$ cat config.mk
export PLATFORM = sky130hd
export DESIGN_NAME = regfile_wb_arbiter
export DESIGN_NICKNAME = d
export VERILOG_FILES = /design/src/rtl/wb_pkg.sv /design/src/rtl/wb_fifo.sv /design/src/rtl/regfile_wb_arbiter.sv
export SDC_FILE = /design/constraint.sdc
export NUM_CORES = 1
export LEC_CHECK = 0
export CORE_MARGIN = 1.5
export CORE_UTILIZATION = 30
export DETAILED_ROUTE_END_ITERATION = 12
export PLACE_DENSITY = 0.52
export SLEW_MARGIN = 20
export SYNTH_ARGS = -nofsm -noshare
export SYNTH_HDL_FRONTEND = slang
export SYNTH_SLANG_ARGS = --single-unit
$ cat constraint.sdc
create_clock -name clk -period 6.5 [get_ports clk]
set_input_delay 1.625 -clock clk [delete_from_list [all_inputs] [get_ports clk]]
set_output_delay 1.625 -clock clk [all_outputs]
set_load 0.02 [all_outputs]
$ cat src/rtl/wb_pkg.sv
// Shared types for the register-file writeback arbiter: result entry and pending counter.
package wb_pkg;

  localparam int XLEN = 32;
  localparam int NREG = 32;
  localparam int RW   = $clog2(NREG);

  typedef struct packed {
    logic [RW-1:0]   dest;
    logic [XLEN-1:0] data;
  } wb_entry_t;

  typedef logic [1:0] pend_cnt_t;

endpackage

$ cat src/rtl/wb_fifo.sv
// Synchronous FIFO holding memory-unit results until they win the write port.
module wb_fifo
  import wb_pkg::*;
#(
  parameter int DEPTH = 4
) (
  input  logic                   clk,
  input  logic                   rst_n,
  input  logic                   push,
  input  wb_entry_t              push_data,
  input  logic                   pop,
  output wb_entry_t              head,
  output logic                   full,
  output logic                   empty,
  output logic [$clog2(DEPTH):0] count
);

  localparam int AW = $clog2(DEPTH);
  localparam logic [AW:0] FULL_CNT = DEPTH[AW:0];

  wb_entry_t       mem [DEPTH];
  logic [AW-1:0]   wr_ptr;
  logic [AW-1:0]   rd_ptr;
  logic            do_push;
  logic            do_pop;

  assign full    = (count == FULL_CNT);
  assign empty   = (count == '0);
  assign head    = mem[rd_ptr];
  assign do_pop  = pop && !empty;
  // A pop frees the slot being written, so a push into a full queue is fine then.
  assign do_push = push && (!full || do_pop);

  always_ff @(posedge clk) begin
    if (do_push) mem[wr_ptr] <= push_data;
  end

  always_ff @(posedge clk) begin
    if (!rst_n) begin
      wr_ptr <= '0;
      rd_ptr <= '0;
      count  <= '0;
    end else begin
      if (do_push) wr_ptr <= wr_ptr + 1'b1;
      if (do_pop)  rd_ptr <= rd_ptr + 1'b1;
      if (do_push && !do_pop)      count <= count + 1'b1;
      else if (!do_push && do_pop) count <= count - 1'b1;
    end
  end

endmodule

$ cat src/rtl/regfile_wb_arbiter.sv
// Merges ALU and memory results into one registered register-file write per cycle and
// tracks pending writes per register for decode RAW stalls.
module regfile_wb_arbiter
  import wb_pkg::*;
#(
  parameter int FIFO_DEPTH = 4,
  parameter int STARVE_LIM = 3
) (
  input  logic            clk,
  input  logic            rst_n,
  input  logic            iss_valid,
  input  logic [RW-1:0]   iss_dest,
  output logic            iss_ready,
  input  logic [RW-1:0]   src_a,
  input  logic [RW-1:0]   src_b,
  output logic            a_pending,
  output logic            b_pending,
  input  logic            alu_valid,
  output logic            alu_ready,
  input  logic [RW-1:0]   alu_dest,
  input  logic [XLEN-1:0] alu_data,
  input  logic            mem_valid,
  output logic            mem_ready,
  input  logic [RW-1:0]   mem_dest,
  input  logic [XLEN-1:0] mem_data,
  output logic            wb_load,
  output logic [RW-1:0]   wb_dest,
  output logic [XLEN-1:0] wb_data
);

  localparam int QW = $clog2(FIFO_DEPTH) + 1;
  localparam int SW = $clog2(STARVE_LIM + 1);
  localparam logic [QW-1:0] Q_MAX = FIFO_DEPTH[QW-1:0];
  localparam logic [SW-1:0] S_MAX = STARVE_LIM[SW-1:0];

  wb_entry_t       q_head;
  wb_entry_t       mem_entry;
  wb_entry_t       win;
  logic            q_full;
  logic            q_empty;
  logic [QW-1:0]   q_count;
  logic            q_wins;
  logic            has_win;
  logic [SW-1:0]   starve;
  pend_cnt_t       cnt [NREG];
  logic [NREG-1:0] inc_vec;
  logic [NREG-1:0] dec_vec;

  assign mem_entry = '{dest: mem_dest, data: mem_data};
  assign mem_ready = (q_count < Q_MAX);

  wb_fifo #(.DEPTH(FIFO_DEPTH)) u_fifo (
    .clk       (clk),
    .rst_n     (rst_n),
    .push      (mem_valid && mem_ready),
    .push_data (mem_entry),
    .pop       (q_wins),
    .head      (q_head),
    .full      (q_full),
    .empty     (q_empty),
    .count     (q_count)
  );

  // Queue takes priority when it cannot accept more or has lost too often.
  assign q_wins    = !q_empty && (q_full || (starve == S_MAX) || !alu_valid);
  assign alu_ready = rst_n && alu_valid && !q_wins;
  assign has_win   = alu_ready || q_wins;
  assign win       = q_wins ? q_head : '{dest: alu_dest, data: alu_data};

  always_ff @(posedge clk) begin
    if (!rst_n) begin
      wb_load <= 1'b0;
      wb_dest <= '0;
      wb_data <= '0;
      starve  <= '0;
    end else begin
      wb_load <= has_win && (win.dest != '0);
      if (has_win) begin
        wb_dest <= win.dest;
        wb_data <= win.data;
      end
      if (q_empty || q_wins)  starve <= '0;
      else if (starve != S_MAX) starve <= starve + 1'b1;
    end
  end

  assign iss_ready = rst_n && ((iss_dest == '0) || (cnt[iss_dest] != 2'd3) ||
                               (wb_load && (wb_dest == iss_dest)));

  // The write landing this cycle is forwarded by the register file, so it no longer pends.
  assign a_pending = (src_a != '0) &&
                     (cnt[src_a] > ((wb_load && (wb_dest == src_a)) ? 2'd1 : 2'd0));
  assign b_pending = (src_b != '0) &&
                     (cnt[src_b] > ((wb_load && (wb_dest == src_b)) ? 2'd1 : 2'd0));

  always_comb begin
    inc_vec = '0;
    dec_vec = '0;
    if (iss_valid && iss_ready && (iss_dest != '0)) inc_vec[iss_dest] = 1'b1;
    if (wb_load) dec_vec[wb_dest] = 1'b1;
  end

  always_ff @(posedge clk) begin
    if (!rst_n) begin
      for (int r = 0; r < NREG; r++) cnt[r] <= '0;
    end else begin
      for (int r = 0; r < NREG; r++) begin
        if (inc_vec[r] && !dec_vec[r])
          cnt[r] <= cnt[r] + 2'd1;
        else if (dec_vec[r] && !inc_vec[r] && (cnt[r] != 2'd0))
          cnt[r] <= cnt[r] - 2'd1;
      end
    end
  end

  pend_underflow: assert property (@(posedge clk) disable iff (!rst_n)
    wb_load |-> ((cnt[wb_dest] != 2'd0) || inc_vec[wb_dest]));

endmodule

Yosys cells after proc, flatten, opt, wreduce, memory -nomap -nowiden
Memory sizes are Yosys's and may differ from the RTL's. A register that Yosys moved wholly into a read port is not among the register bits.
Cells that the tools add are included.
{"block": "word_totals", "mem_bits_rw": 212, "mem_count": 2, "output_inout_bits": 43, "inputBits": 94, "register_bits": 47, "word_cells": 693}
{"name": "u_fifo.mem", "words": 4, "width": 37, "rd": 1, "rd_ports_with_merged_regs": 1, "write_ports": 1, "line_no": "wb_fifo.sv:21", "source": "wb_entry_t mem [DEPTH];"}
{"name": "cnt", "words": 32, "width": 2, "rd": 35, "rd_ports_with_merged_regs": 0, "write_ports": 32, "line_no": "regfile_wb_arbiter.sv:45", "source": "pend_cnt_t cnt [NREG];"}
{"block": "classes", "n_eq_ne": 7, "order_cmp": 7, "n_bitwise": 65, "add_sub_neg": 69, "reduce_logical": 232, "n_mux": 304}
{"operator": "$mux 1", "n": 231}
{"operator": "$mux 2", "n": 66}
{"operator": "$logic_and 1x1->1", "n": 115}
{"operator": "$add 2x1->2 const B", "n": 35}
{"operator": "$logic_not 1->1", "n": 70}
{"operator": "$reduce_bool 2->1", "n": 33}
{"operator": "$mux 32", "n": 2}
{"operator": "$or 1x1->1", "n": 64}
{"operator": "$sub 2x1->2 const B", "n": 32}
{"operator": "$mux 37", "n": 1}
{"operator": "$reduce_bool 5->1", "n": 4}
{"operator": "$eq 5x5->1", "n": 3}
{"operator": "$lt 5x6->1 const B", "n": 2}
{"operator": "$demux 1 s5", "n": 2}
{"operator": "$ge 5x1->1 const B", "n": 2}
{"operator": "$logic_or 1x1->1", "n": 7}
{"operator": "$mux 3", "n": 2}
{"operator": "$logic_not 5->1", "n": 1}
{"operator": "$gt 2x1->1", "n": 2}
{"operator": "$ne 2x2->1 const B", "n": 2}
{"operator": "$add 3x1->3 const B", "n": 1}
{"operator": "$eq 3x3->1 const B", "n": 1}
{"operator": "$logic_not 3->1", "n": 1}
{"operator": "$lt 3x3->1 const B", "n": 1}
{"operator": "4 further kinds", "n": 4}

Longest topological paths before layout
An unclocked memory read counts as a cell.
{"block": "depth", "ltp_word": 16, "mapped_depth": 12, "depth_no_buf": 9}

Modules after synthesis
A second synthesis with hierarchy kept.
{"block": "hier_totals", "hier_cells": 1159, "area_unflattened_um2": 14278.7}
{"mod": "regfile_wb_arbiter", "n_inst": 1, "cells_each": 918, "area_each_um2": 8396.8}
{"mod": "wb_fifo", "n_inst": 1, "cells_each": 241, "area_each_um2": 5881.9}

Least setup slack after synthesis
Ideal clock, no wire load.
{"block": "synth_timing", "path_kind": "input to output", "start": "input port src_b[0]", "end": "output port b_pending", "t_required_ps": 4875, "n_path_buf": 2, "arrival_ps": 4376, "cell_stages": 8, "setup_slack_ps": 499, "path_cell_list": "clkbuf_1 > clkbuf_1 > mux4_2 > mux4_2 > mux2i_1 > ha_1 > o21ai_0 > o21a_1"}
{"block": "synth_via", "elab_chain_len": 5, "elab_cells_between_ends": 7}
{"element": "start: declaration", "line_no": "regfile_wb_arbiter.sv:15", "source": "input logic [RW-1:0] src_b,"}
{"element": "branches (longest 4 deep; another with $mem_v2 32x2)"}
{"element": "$logic_and 1x1->1 (*)", "line_no": "regfile_wb_arbiter.sv:93", "source": "assign b_pending = (src_b != '0) &&"}
{"element": "end: declaration", "line_no": "regfile_wb_arbiter.sv:17", "source": "output logic b_pending,"}
Mark *: on every way between the ends.

Final worst setup path
{"block": "layout_timing", "start": "input port src_a[0]", "end": "output port a_pending"}
{"block": "layout_via", "elab_chain_len": 5, "elab_cells_between_ends": 7}
{"element": "start: declaration", "line_no": "regfile_wb_arbiter.sv:14", "source": "input logic [RW-1:0] src_a,"}
{"element": "branches (longest 4 deep; another with $mem_v2 32x2)"}
{"element": "$logic_and 1x1->1 (*)", "line_no": "regfile_wb_arbiter.sv:91", "source": "assign a_pending = (src_a != '0) &&"}
{"element": "end: declaration", "line_no": "regfile_wb_arbiter.sv:16", "source": "output logic a_pending,"}
Marked as above.

==> metrics.txt <==
Num CTS Buffers 29; min-delay src starve[0]$_SDFFE_PP0N_; Placement Cell Area around 16,000 um2; setup_tns 0 ns; Skew-Pair Late Insertion Delay 0.57 ns; drt pass-1 iters 5; 1st-iter DRT viols 810; Die Y between 200 and 250 um; drt drc 0; Worst Path Arrival 4.67 ns; largest net degree at the start of global routing 73; # H-tree levels 1; status finished, final reports clean; crit-path max cell delay 0.60 ns; Max Slew Vio Count 0; # Post-CTS Setup Buffers 0; Final Hold Viols 0; Hold WS 0.4345 ns; syn nets about 1,100; routed wire length ~38,000 um; Layout fillers 4,327; CTS sink count 261; Synth area leader edfxtp_1; Fmax achieved 158.8 MHz; top cell type's share of synthesized area 0.4668; ratio of cells with drive above 1 in the final layout 0.1662; layout overhead on the synthesized area 21.89%; Seq/Total Area, Yosys 0.5388; CTS tree yes; Post-synth ARST share 0; Initial Utilization 0.3064; final instance area 16,620 um2; Yosys Warn Count 0; RSZ-0062 raised after global routing no; critical setup path kind in -> out; HPWL after DPL 25,440 um; reg-to-reg slack, setup 2.77 ns; core area 44,510 um2; Routed Antenna Nets 0; crit start category input port; Remaining Overflow, GRT 0; Port-buffer cells 136; actual slew at the worst max-slew pin between 1 and 1.5 ns; Critical R2R Launch cnt[29][0]$_SDFFCE_PN0P_; Post-synth top flop edfxtp_1; Worst Skew 0.01194 ns; crit-path leading delay family buffers and inverters; crit path capture type primary output; Max VDD drop 241.1 uV; Post-synth EDFFs 212; Final #Nets 1,254; Clock Path Buffers 3; Vias 9,598; Synth Register Bits 261; Crit-path slowest cell clkdlybuf4s50_1; Hold Path Sink starve[0]$_SDFFE_PP0N_; hold_buf cts 0; count leader, synth edfxtp_1; WP data required 4.88 ns; first-pass GRT wire length 59,370 um; Static Leakage 5.382 nW; Hold Path Depth 1; site row count 77; CP Max Fanout 18; Ports between 100 and 150; minimum clock period 6.297 ns; period utilization 0.9688; number of global-route vias before repair 9,917; clk root buf clkbuf_16; Reg2Reg Depth 8; routed vias/inst approximately 5.4; Post-Syn Area approximately 14,000 um2; Wirelength per Cell 21.75 um; largest cells by area after synthesis edfxtp_1, mux4_2, dfxtp_1, mux2i_1, nor2_1; GRT Total Usage 0.1636; die footprint around 47,000 um2; power per cell area 320.5 nW/um2; post-cts resize count 0; Chip Width 216.2 um; class of the worst hold path reg -> reg; buffer and inverter count on the worst path 3; initial antenna violation count 7; FF-to-FF End cnt[9][0]$_SDFFCE_PN0P_; relative slew slack 0.3249; Netlist cell types 58; Syn Area/Cell about 13 um2; MaxCap Viol Count 0; total power about 5.3 mW; GP Congestion 0.8957; Final Setup Violations 0; Util after Layout 0.3734; worst path cell trace clkdlybuf4s50_1, buf_12, mux4_2, mux4_2, mux2i_1, ha_1, o21ai_0, o21a_1, clkdlybuf4s50_1; Synth Instances about 1,000; CTS clk-pin slew, worst paths 0.06 ns; top cells by count, synth edfxtp_1, nor2_1, mux4_2
==> worst max path at each step <==
stage	cells after the start	endpoint	slack [ns]	start
final	9	a_pending	0.20	src_a[0]
after global placement	9	a_pending	0.19	src_a[0]
after detailed placement	9	a_pending	0.21	src_a[0]
after global routing	8	iss_ready	0.05	iss_dest[1]
after CTS	9	a_pending	0.19	src_a[0]
after floorplan	8	b_pending	0.50	src_b[0]
==> flip-flops by register name, summed over array words and instances, names as in the netlist, named ones only <==
name	cells
cnt	64
starve	2
u_fifo.count	3
u_fifo.mem	148
u_fifo.rd_ptr	2
u_fifo.wr_ptr	2
wb_data	32
wb_dest	5
wb_load	1
==> cell usage in the layout (no fill, tap or decap), types with 5 or more instances in the layout <==
| cell type | netlist | layout |
|---|---|---|
| clkdlybuf4s50_1 | 0 | 134 |
| o21a_1 | 5 | 5 |
| mux2_2 | 17 | 17 |
| or4_1 | 15 | 15 |
| clkbuf_1 | 54 | 6 |
| or3_1 | 16 | 16 |
| clkbuf_8 | 0 | 5 |
| nor3b_1 | 9 | 9 |
| o221ai_1 | 16 | 16 |
| xor2_1 | 17 | 17 |
| xnor2_1 | 28 | 28 |
| a21o_1 | 6 | 5 |
| o2111ai_1 | 10 | 10 |
| mux2i_1 | 44 | 44 |
| nor3_1 | 6 | 6 |
| nand3_1 | 22 | 22 |
| buf_4 | 0 | 29 |
| nand3b_1 | 10 | 10 |
| o21ai_0 | 19 | 19 |
| nand2_1 | 34 | 34 |
| inv_1 | 15 | 15 |
| mux4_2 | 86 | 86 |
| and3_1 | 6 | 6 |
| nor2_1 | 104 | 104 |
| nor2b_1 | 6 | 6 |
| a31oi_1 | 9 | 9 |
| nor4_1 | 5 | 5 |
| nand4_1 | 14 | 14 |
| o211ai_1 | 25 | 25 |
| clkbuf_16 | 0 | 29 |
| dfxtp_1 | 49 | 47 |
| edfxtp_1 | 212 | 212 |
| a211oi_1 | 48 | 48 |
| clkinv_2 | 0 | 11 |
| a21oi_1 | 25 | 25 |
| nand2b_1 | 9 | 9 |
| ha_1 | 9 | 9 |
| o22ai_1 | 7 | 7 |
| nand4b_1 | 5 | 5 |
==> metrics by stage <==
stage	std cells	setup WS, ns
2_1_floorplan	1028	0.4993
3_3_place_gp	1711	0.1878
3_5_place_dp	1711	0.2051
4_1_cts	1765	0.1875
5_1_grt	1765	0.04511
6_report	1768	0.2025
==> kinds of logic (layout without fill, tap and decap cells) <==
family,count (synthesis),after routing,share of synthesized area
adders and majority gates,10,10,0.009726
xor gates and xnor gates,45,45,0.02890
DFF,261,261,0.5388
muxes,147,147,0.1884
and+or+nand+nor,277,277,0.1045
other,0,3,0
AOI/OAI and AO/OA,196,196,0.1035
buffers and inverters,92,237,0.02624
==> metal layers <==
metal  wire, um  up-vias  global-route usage
met5         57        -                   0
met4        862        8             0.04537
met3       3635       77             0.05025
met2      17080      362              0.2544
met1      16820     4763              0.2204
li1           -     4388                   -
==> area by class of cell <==
cell class                 instances  area, um2  area share
inverter                          16      61.31    0.003688
sequential                       261       7352      0.4423
antenna                            3      7.507   0.0004516
multi-input combinational        675       5938      0.3572
clock buffer                      40      817.0     0.04915
tap                              592      740.7     0.04456
timing repair buffer             167       1609     0.09680
clock inverter                    14      96.34    0.005796
==> report_power, final <==
part	leakage, nW	total (mW)	internal, mW	switching [mW]
clock network	0.463	1.57	0.886	0.686
registers	2.42	2.29	2.05	0.239
logic	2.50	1.47	0.690	0.775
total	5.38	5.33	3.63	1.70
Note: power is estimated with default switching activity, not from simulation.
